<file path="src/rtl/sc_statemachinepoint_player_repeat.sv">
// Player-point control FSM with hold-to-repeat.
// Edge-started start/left/right presses drive clear, load and shift-select strobes
// for the player point register. A held direction auto-repeats after an initial
// hold delay. Left/right limits block shifts, and a saturating counter tracks the
// number of shifts issued since the last init.
module sc_statemachinepoint_player_repeat #(
  parameter int HOLD_CYCLES   = 25000000,
  parameter int REPEAT_CYCLES = 5000000,
  parameter int TIMER_W       = 25,
  parameter int MOVE_W        = 8
) (
  input  logic              SC_STATEMACHINEPOINT_CLOCK_50,
  input  logic              SC_STATEMACHINEPOINT_RESET_InHigh,
  input  logic              SC_STATEMACHINEPOINT_startButton_InLow,
  input  logic              SC_STATEMACHINEPOINT_leftButton_InLow,
  input  logic              SC_STATEMACHINEPOINT_rightButton_InLow,
  input  logic              SC_STATEMACHINEPOINT_leftLimit_InLow,
  input  logic              SC_STATEMACHINEPOINT_rightLimit_InLow,
  output logic              SC_STATEMACHINEPOINT_clear_OutLow,
  output logic              SC_STATEMACHINEPOINT_load_OutLow,
  output logic [1:0]        SC_STATEMACHINEPOINT_shiftselection_Out,
  output logic [MOVE_W-1:0] SC_STATEMACHINEPOINT_moveCount_Out,
  output logic              SC_STATEMACHINEPOINT_repeating_OutHigh
);

  typedef enum logic [3:0] {
    S_RESET_0, S_START_0, S_IDLE, S_INIT_0, S_INIT_1,
    S_LEFT_0, S_RIGHT_0, S_HOLD_WAIT, S_REPEAT_WAIT, S_RELEASE
  } state_e;

  typedef enum logic {DIR_L = 1'b0, DIR_R = 1'b1} dir_e;

  localparam logic [TIMER_W-1:0] HOLD_LAST   = TIMER_W'(HOLD_CYCLES - 1);
  localparam logic [TIMER_W-1:0] REPEAT_LAST = TIMER_W'(REPEAT_CYCLES - 1);

  // Short aliases; all buttons and limits are active-low.
  logic start_n, left_n, right_n, llim_n, rlim_n;
  assign start_n = SC_STATEMACHINEPOINT_startButton_InLow;
  assign left_n  = SC_STATEMACHINEPOINT_leftButton_InLow;
  assign right_n = SC_STATEMACHINEPOINT_rightButton_InLow;
  assign llim_n  = SC_STATEMACHINEPOINT_leftLimit_InLow;
  assign rlim_n  = SC_STATEMACHINEPOINT_rightLimit_InLow;

  state_e              state_q, state_d;
  dir_e                dir_q, dir_d;
  logic                first_q, first_d;   // next shift is the first of this press
  logic [TIMER_W-1:0]  timer_q, timer_d;
  logic [MOVE_W-1:0]   move_q, move_d;

  // Held-direction view used by the wait states.
  logic dir_btn_n, opp_btn_n, dir_lim_n, expired;
  assign dir_btn_n = (dir_q == DIR_L) ? left_n  : right_n;
  assign opp_btn_n = (dir_q == DIR_L) ? right_n : left_n;
  assign dir_lim_n = (dir_q == DIR_L) ? llim_n  : rlim_n;
  assign expired   = (state_q == S_HOLD_WAIT) ? (timer_q == HOLD_LAST)
                                              : (timer_q == REPEAT_LAST);

  // State, direction, timer and move-counter registers.
  // NOTE: sequential state uses non-blocking (<=) so every register samples pre-edge values.
  always_ff @(posedge SC_STATEMACHINEPOINT_CLOCK_50 or posedge SC_STATEMACHINEPOINT_RESET_InHigh) begin
    if (SC_STATEMACHINEPOINT_RESET_InHigh) begin
      state_q <= S_RESET_0;
      dir_q   <= DIR_L;
      first_q <= 1'b0;
      timer_q <= '0;
      move_q  <= '0;
    end else begin
      state_q <= state_d;
      dir_q   <= dir_d;
      first_q <= first_d;
      timer_q <= timer_d;
      move_q  <= move_d;
    end
  end

  // Next-state, timer and counter logic.
  // NOTE: every signal assigned here gets a default first so no latch is inferred.
  always_comb begin
    state_d = state_q;
    dir_d   = dir_q;
    first_d = first_q;
    timer_d = '0;
    move_d  = move_q;
    case (state_q)
      S_RESET_0: state_d = S_START_0;
      S_START_0: state_d = S_IDLE;
      S_IDLE: begin
        if (!start_n) begin
          state_d = S_INIT_0;
        end else if (!left_n && right_n) begin
          state_d = llim_n ? S_LEFT_0 : S_RELEASE;
          dir_d   = DIR_L;
          first_d = 1'b1;
        end else if (!right_n && left_n) begin
          state_d = rlim_n ? S_RIGHT_0 : S_RELEASE;
          dir_d   = DIR_R;
          first_d = 1'b1;
        end else if (!left_n && !right_n) begin
          state_d = S_RELEASE;
        end
      end
      S_INIT_0: begin
        move_d  = '0;
        state_d = S_INIT_1;
      end
      S_INIT_1: state_d = S_RELEASE;
      S_LEFT_0, S_RIGHT_0: begin
        if (move_q != '1) move_d = move_q + MOVE_W'(1);
        state_d = first_q ? S_HOLD_WAIT : S_REPEAT_WAIT;
      end
      S_HOLD_WAIT, S_REPEAT_WAIT: begin
        if (!start_n) begin
          state_d = S_INIT_0;
        end else if (dir_btn_n || !opp_btn_n) begin
          state_d = S_RELEASE;
        end else if (expired) begin
          first_d = 1'b0;
          if (!dir_lim_n)            state_d = S_RELEASE;
          else if (dir_q == DIR_L)   state_d = S_LEFT_0;
          else                       state_d = S_RIGHT_0;
        end
        // The timer only runs while staying in the same wait state; any exit clears it.
        if (state_d == state_q) timer_d = timer_q + TIMER_W'(1);
      end
      S_RELEASE: if (start_n && left_n && right_n) state_d = S_IDLE;
      default:   state_d = S_IDLE;
    endcase
  end

  // Moore output decode from the current state only.
  always_comb begin
    SC_STATEMACHINEPOINT_clear_OutLow       = 1'b1;
    SC_STATEMACHINEPOINT_load_OutLow        = 1'b1;
    SC_STATEMACHINEPOINT_shiftselection_Out = 2'b11;
    SC_STATEMACHINEPOINT_repeating_OutHigh  = 1'b0;
    case (state_q)
      S_INIT_0:      SC_STATEMACHINEPOINT_clear_OutLow           = 1'b0;
      S_INIT_1:      SC_STATEMACHINEPOINT_load_OutLow            = 1'b0;
      S_LEFT_0:      SC_STATEMACHINEPOINT_shiftselection_Out     = 2'b01;
      S_RIGHT_0:     SC_STATEMACHINEPOINT_shiftselection_Out     = 2'b10;
      S_REPEAT_WAIT: SC_STATEMACHINEPOINT_repeating_OutHigh      = 1'b1;
      default:       ;
    endcase
  end

  assign SC_STATEMACHINEPOINT_moveCount_Out = move_q;

endmodule

</file>
<file path="config.mk">
export PLATFORM = sky130hd
export DESIGN_NAME = sc_statemachinepoint_player_repeat
export DESIGN_NICKNAME = d
export VERILOG_FILES = /design/src/rtl/sc_statemachinepoint_player_repeat.sv
export SDC_FILE = /design/constraint.sdc
export NUM_CORES = 1
export LEC_CHECK = 0
export CAP_MARGIN = 5
export CELL_PAD_IN_SITES_DETAIL_PLACEMENT = 1
export CELL_PAD_IN_SITES_GLOBAL_PLACEMENT = 1
export CORE_UTILIZATION = 46
export CTS_CLUSTER_SIZE = 10
export DETAILED_ROUTE_END_ITERATION = 10
export PLACE_DENSITY_LB_ADDON = 0.1
export SLEW_MARGIN = 20
export SYNTH_ARGS = -nofsm -noshare
export SYNTH_HDL_FRONTEND = slang
export SYNTH_SLANG_ARGS = --single-unit
</file>
<file path="constraint.sdc">
create_clock -name SC_STATEMACHINEPOINT_CLOCK_50 -period 2.9 [get_ports SC_STATEMACHINEPOINT_CLOCK_50]
set_input_delay 0.435 -clock SC_STATEMACHINEPOINT_CLOCK_50 [delete_from_list [all_inputs] [get_ports SC_STATEMACHINEPOINT_CLOCK_50]]
set_output_delay 0.435 -clock SC_STATEMACHINEPOINT_CLOCK_50 [all_outputs]
set_load 0.03 [all_outputs]
</file>
Yosys cells after proc, flatten, opt, wreduce, memory -nomap -nowiden:

Cells that the tools add are included.

* register bits: 39
* latch bits: 0
* bits in writable memories: 0
* bits in read-only memories: 0
* bits of input ports: 7
* output and inout port bits: 13
* word-level logic and storage cells: 81
* memories kept: 0

* $add $sub $neg: 2
* multiply operators: 0
* div/mod/pow operators: 0
* $lt $le $gt $ge: 0
* equality and inequality tests: 20
* shift operators: 0
* muxes and demuxes: 35
* bitwise logic cells: 0
* reductions and logical operators: 19

Operators by type and width (count)
* $mux W4: 13
* $mux W25: 2
* $pmux W4 S7: 1
* $add A25 B1 Y25 const B: 1
* $eq A25 B23 Y1 const B: 1
* $eq A25 B25 Y1 const B: 1
* $eq A4 B3 Y1 const B: 4
* $pmux W8 S2: 1
* $mux W1: 14
* $ne A2 B2 Y1 const B: 6
* $add A8 B1 Y8 const B: 1
* $eq A4 B2 Y1 const B: 2
* $eq A4 B4 Y1 const B: 2
* $mux W8: 1
* $ne A8 B8 Y1 const B: 1
* $reduce_and A6 Y1: 1
* $reduce_bool A2 Y1: 3
* $logic_and A1 B1 Y1: 5
* $ne A5 B5 Y1 const B: 1
* $eq A4 B4 Y1: 1
* $logic_not A4 Y1: 1
* $pmux W2 S2: 1
* $reduce_and A2 Y1: 2
* $reduce_or A2 Y1: 2
* 6 further kinds: 8

Longest topological paths before layout:

* word-level depth: 9
* mapped depth: 7
* gate-level depth less buffers: 7

Worst setup path before layout:

Ideal clock, no wire load.

* path kind: register -> register
* from: register state_q[3]
* to: register state_q[1]
* setup time: 0.120 ns
* arrival: 2.173 ns
* required time: 2.780 ns
* setup slack: 0.607 ns
* cell stages (with the launch flop): 7
* path buffers: 1
* period minus slack after synthesis: 2.293 ns
* path through: dfrtp_1 > buf_6 > nand4b_4 > or4_4 > a2111oi_4 > mux2_4 > a31o_1

* longest elaborated chain between the ends: 7
* elaborated cells on any way between the ends: 20
* classes of those cells: eq/ne (10); mux (6); reduce/logical (4)

Ends and longest elaborated chain
* start, declared: line 44 `state_e state_q, state_d;`
* start signal, assigned: line 68 `state_q <= state_d;`
* $eq A4 B3 Y1: line 55, 84
* $mux W1: line 55 `assign expired = (state_q == S_HOLD_WAIT) ? (timer_q == HOLD_LAST)`
* $mux W4: line 116 `end else if (expired) begin`
* $mux W4: line 114 `end else if (dir_btn_n || !opp_btn_n) begin`
* $mux W4: line 112 `if (!start_n) begin`
* $mux W4: line 84 `case (state_q)`
* $pmux W4 S7: line 84

Several ways; a longest one is shown, not always the timed one. The select of a mux whose other input is x is not followed.
A chain may end at the register's enable or synchronous reset.

Worst setup path after layout:

* from: register state_q[1]
* to: output SC_STATEMACHINEPOINT_repeating_OutHigh

* longest elaborated chain between the ends: 2

Ends and longest elaborated chain
* $eq A4 B4 Y1: line 136 `case (state_q)`
* $mux W1: line 136
* end, declared: line 23 `output logic SC_STATEMACHINEPOINT_repeating_OutHigh`

Every way passes these cells.

==> flow_metrics.env <==
export IMPL_path_cells="buf_4 > or3b_2 > nor2_1 > clkdlybuf4s50_1"
export IMPL_ir_drop_mv=0.274
export IMPL_use_met3_pct=3.18
export IMPL_relSlewSlack_pct=45.7
export IMPL_synth_main_ff_cell="dfrtp_1"
export IMPL_die_area_um2=6000
export IMPL_core_area_um2=5510
export IMPL_antenna_found_initial=0
export IMPL_max_freq_mhz=376
export IMPL_status="completed"
export IMPL_vias=2174
export IMPL_worstMarginPinSlew_ps=807
export IMPL_drt_wl_total_um=6280
export IMPL_cp_slowest_cell="clkdlybuf4s50_1"
export IMPL_cts_root_buf="clkbuf_8"
export IMPL_slowest_delay_ps=670
export IMPL_path_max_fanout=13
export IMPL_hold_class="flip-flop to flip-flop"
export IMPL_fin_area_um2=2900
export IMPL_period_minus_slack_ps=2660
export IMPL_die_w_um=77.5
export IMPL_rsz0062_at_grt="false"
export IMPL_htreeDepth=2
export IMPL_hold_viol=0
export IMPL_ant_nets=0
export IMPL_ys_seq_area_share_pct=37.2
export IMPL_routed_via_density=5.81
export IMPL_netlist_area_um2=2620
export IMPL_post_dp_cell_area_um2=2820
export IMPL_grt_max_degree=40
export IMPL_grt_pass1_vias=2243
export IMPL_yosysWarnings=0
export IMPL_crit_required_ps=2470
export IMPL_synthTopCellsByArea="dfrtp_1 (37%), xor2_1 (5.7%), nor3_1 (5.5%)"
export IMPL_syn_nets=289
export IMPL_avgSynthCellArea_um2=9.46
export IMPL_start_util_pct=47.6
export IMPL_cp_data_arrival_time_ps=2220
export IMPL_num_rows=27
export IMPL_power_density_nw_per_um2=560
export IMPL_postLayoutCoreUtil_pct=52.7
export IMPL_use_met1_pct=28.3
export IMPL_register_area_um2=976
export IMPL_die_h_um=77.5
export IMPL_place_hpwl_um=4560
export IMPL_routabilityCongestion=0.859
export IMPL_synth_seq_cells=39
export IMPL_pin_count=20
export IMPL_ys_async_sr_fraction_pct=100
export IMPL_maxCapViolCount=0
export IMPL_synth_edff_count=0
export IMPL_syn_inst=277
export IMPL_critical_path_class="flip-flop to primary output"
export IMPL_clk_pin_slew_worst_paths_ps=80
export IMPL_ctsLongestPathBuffers=2
export IMPL_grt_pass1_wl_um=10800
export IMPL_fin_tns_setup_ps=0
export IMPL_first_pass_iters=4
export IMPL_cts_tree="built"
export IMPL_cts_resized=0
export IMPL_area_growth_pct=10.8
export IMPL_timing_final_ws_setup_ps=241
export IMPL_drt_iter0_drc=84
export IMPL_ctsHoldBuffers=0
export IMPL_wl_per_cell_um=16.8
export IMPL_leakagePower_nw=1.16
export IMPL_cts_buffers=5
export IMPL_r2r_slack_ps=530
export IMPL_portBuffers=19
export IMPL_slew_violations=0
export IMPL_met2_usage_pct=40.4
export IMPL_gr_total_overflow=0
export IMPL_setup_viol_count_final=0
export IMPL_yosys_area_top_type_share_pct=37.2
export IMPL_cp_start_kind="flip-flop"
export IMPL_preCtsSetupSlack_ps=457
export IMPL_clk_latency_ps=290
export IMPL_drive_above_1_share_pct=11.6
export IMPL_n_fill_cell=649
export IMPL_end_kind="primary output"
export IMPL_synth_area_leader_cell="dfrtp_1"
export IMPL_drc=0
export IMPL_busiest_layer="met2"
export IMPL_multiInputGateArea_um2=1450
export IMPL_num_antenna_cells=0
export IMPL_grt_use_total_pct=22.7
export IMPL_ys_types=63
export IMPL_post_cts_setup_buffers=0
export IMPL_cts_sinks=39
export IMPL_layout_nets=313
export IMPL_period_share_pct=91.7
export IMPL_fin_total_pwr_mw=1.63
export IMPL_clock_skew_ps=7.62
==> power by group <==
part	leakage [nW]	switching (mW)	internal, mW
registers	0.531	0.0567	0.590
clock network	0.0422	0.190	0.169
logic	0.585	0.357	0.263
==> cell usage after synthesis (2+ instances only) <==
library cell and instances:
a31oi_1 2, nor2_1 11, nand3_1 19, a311oi_1 2, nor4_1 6, and3_1 3
nor3_1 29, o21ai_0 9, xnor2_1 9, nand4_1 10, nand3b_1 3, buf_12 2
a21oi_1 5, nor3b_1 3, ha_1 5, xor2_1 17, dfrtp_1 39, nand2_1 31
nor4b_1 3, nor2b_1 2, or3_1 2, a21o_1 3, buf_6 4, clkbuf_1 3
nor3_2 2, and2_1 2, mux2i_1 7, inv_1 9
==> per-layer routing <==
layer	wire length [um]	share of wire, %
met5	0	0
met4	57	0.91
met3	106	1.7
met2	3220	51
met1	2900	46
==> path summary, 6_finish.rpt <==
check,cells after the start,endpoint,startpoint
min reg2reg,1,timer_q[0],timer_q[0]
max,4,SC_STATEMACHINEPOINT_repeating_OutHigh,state_q[1]
min,1,timer_q[0],timer_q[0]
max in group asynchronous,3,timer_q[13],SC_STATEMACHINEPOINT_RESET_InHigh
max reg2reg,5,timer_q[8],state_q[1]
min in group asynchronous,3,timer_q[20],SC_STATEMACHINEPOINT_RESET_InHigh
==> flip-flops by register name, indices dropped and copies added (netlist names) <==
name / cells
dir_q: 1
SC_STATEMACHINEPOINT_moveCount_Out: 8
state_q: 4
timer_q: 25
first_q: 1
==> worst max-delay path, delay by kind of cell, from the launching register on <==
family	cells	cell delay (ps)
buf+inv	2	880
simple gates	2	590
flops	1	460
==> logic make-up after synthesis <==
logic type	after synthesis	synth area share (%)
buffers and inverters	23	7.59
multiplexers	9	3.68
AND/OR/NAND/NOR	141	30.4
flip-flops	39	37.2
XOR/XNOR	26	8.69
AO/OA/AOI/OAI	33	9.60
adder cells (fa/ha/maj)	6	2.77
==> final cells by class <==
cell class	count	area share, %
multi-input cells	215	49.8
well taps	72	3.10
repair buffers	30	9.40
clock buffers	7	2.63
clock inverters	1	0.172
flip-flops and latches	39	33.6
inverters	10	1.29
==> stage by stage <==
| stage | hold slack, ps | instances |
|---|---|---|
| after floorplan | 464 | 277 |
| after global placement | 497 | 366 |
| after detailed placement | 499 | 366 |
| after CTS | 512 | 374 |
| after global routing | 532 | 374 |
| final | 510 | 374 |
==> cell usage in the layout, fill, tap and decap left out, types with 9 or more instances in the layout <==
| cell | netlist | layout |
|---|---|---|
| nand2_1 | 31 | 31 |
| xnor2_1 | 9 | 9 |
| clkdlybuf4s50_1 | 0 | 19 |
| dfrtp_1 | 39 | 39 |
| nand3_1 | 19 | 19 |
| inv_1 | 9 | 9 |
| buf_4 | 1 | 11 |
| xor2_1 | 17 | 17 |
| o21ai_0 | 9 | 9 |
| nand4_1 | 10 | 10 |
| nor2_1 | 11 | 11 |
| nor3_1 | 29 | 29 |
No activity file was read; power rests on OpenSTA's default activity.
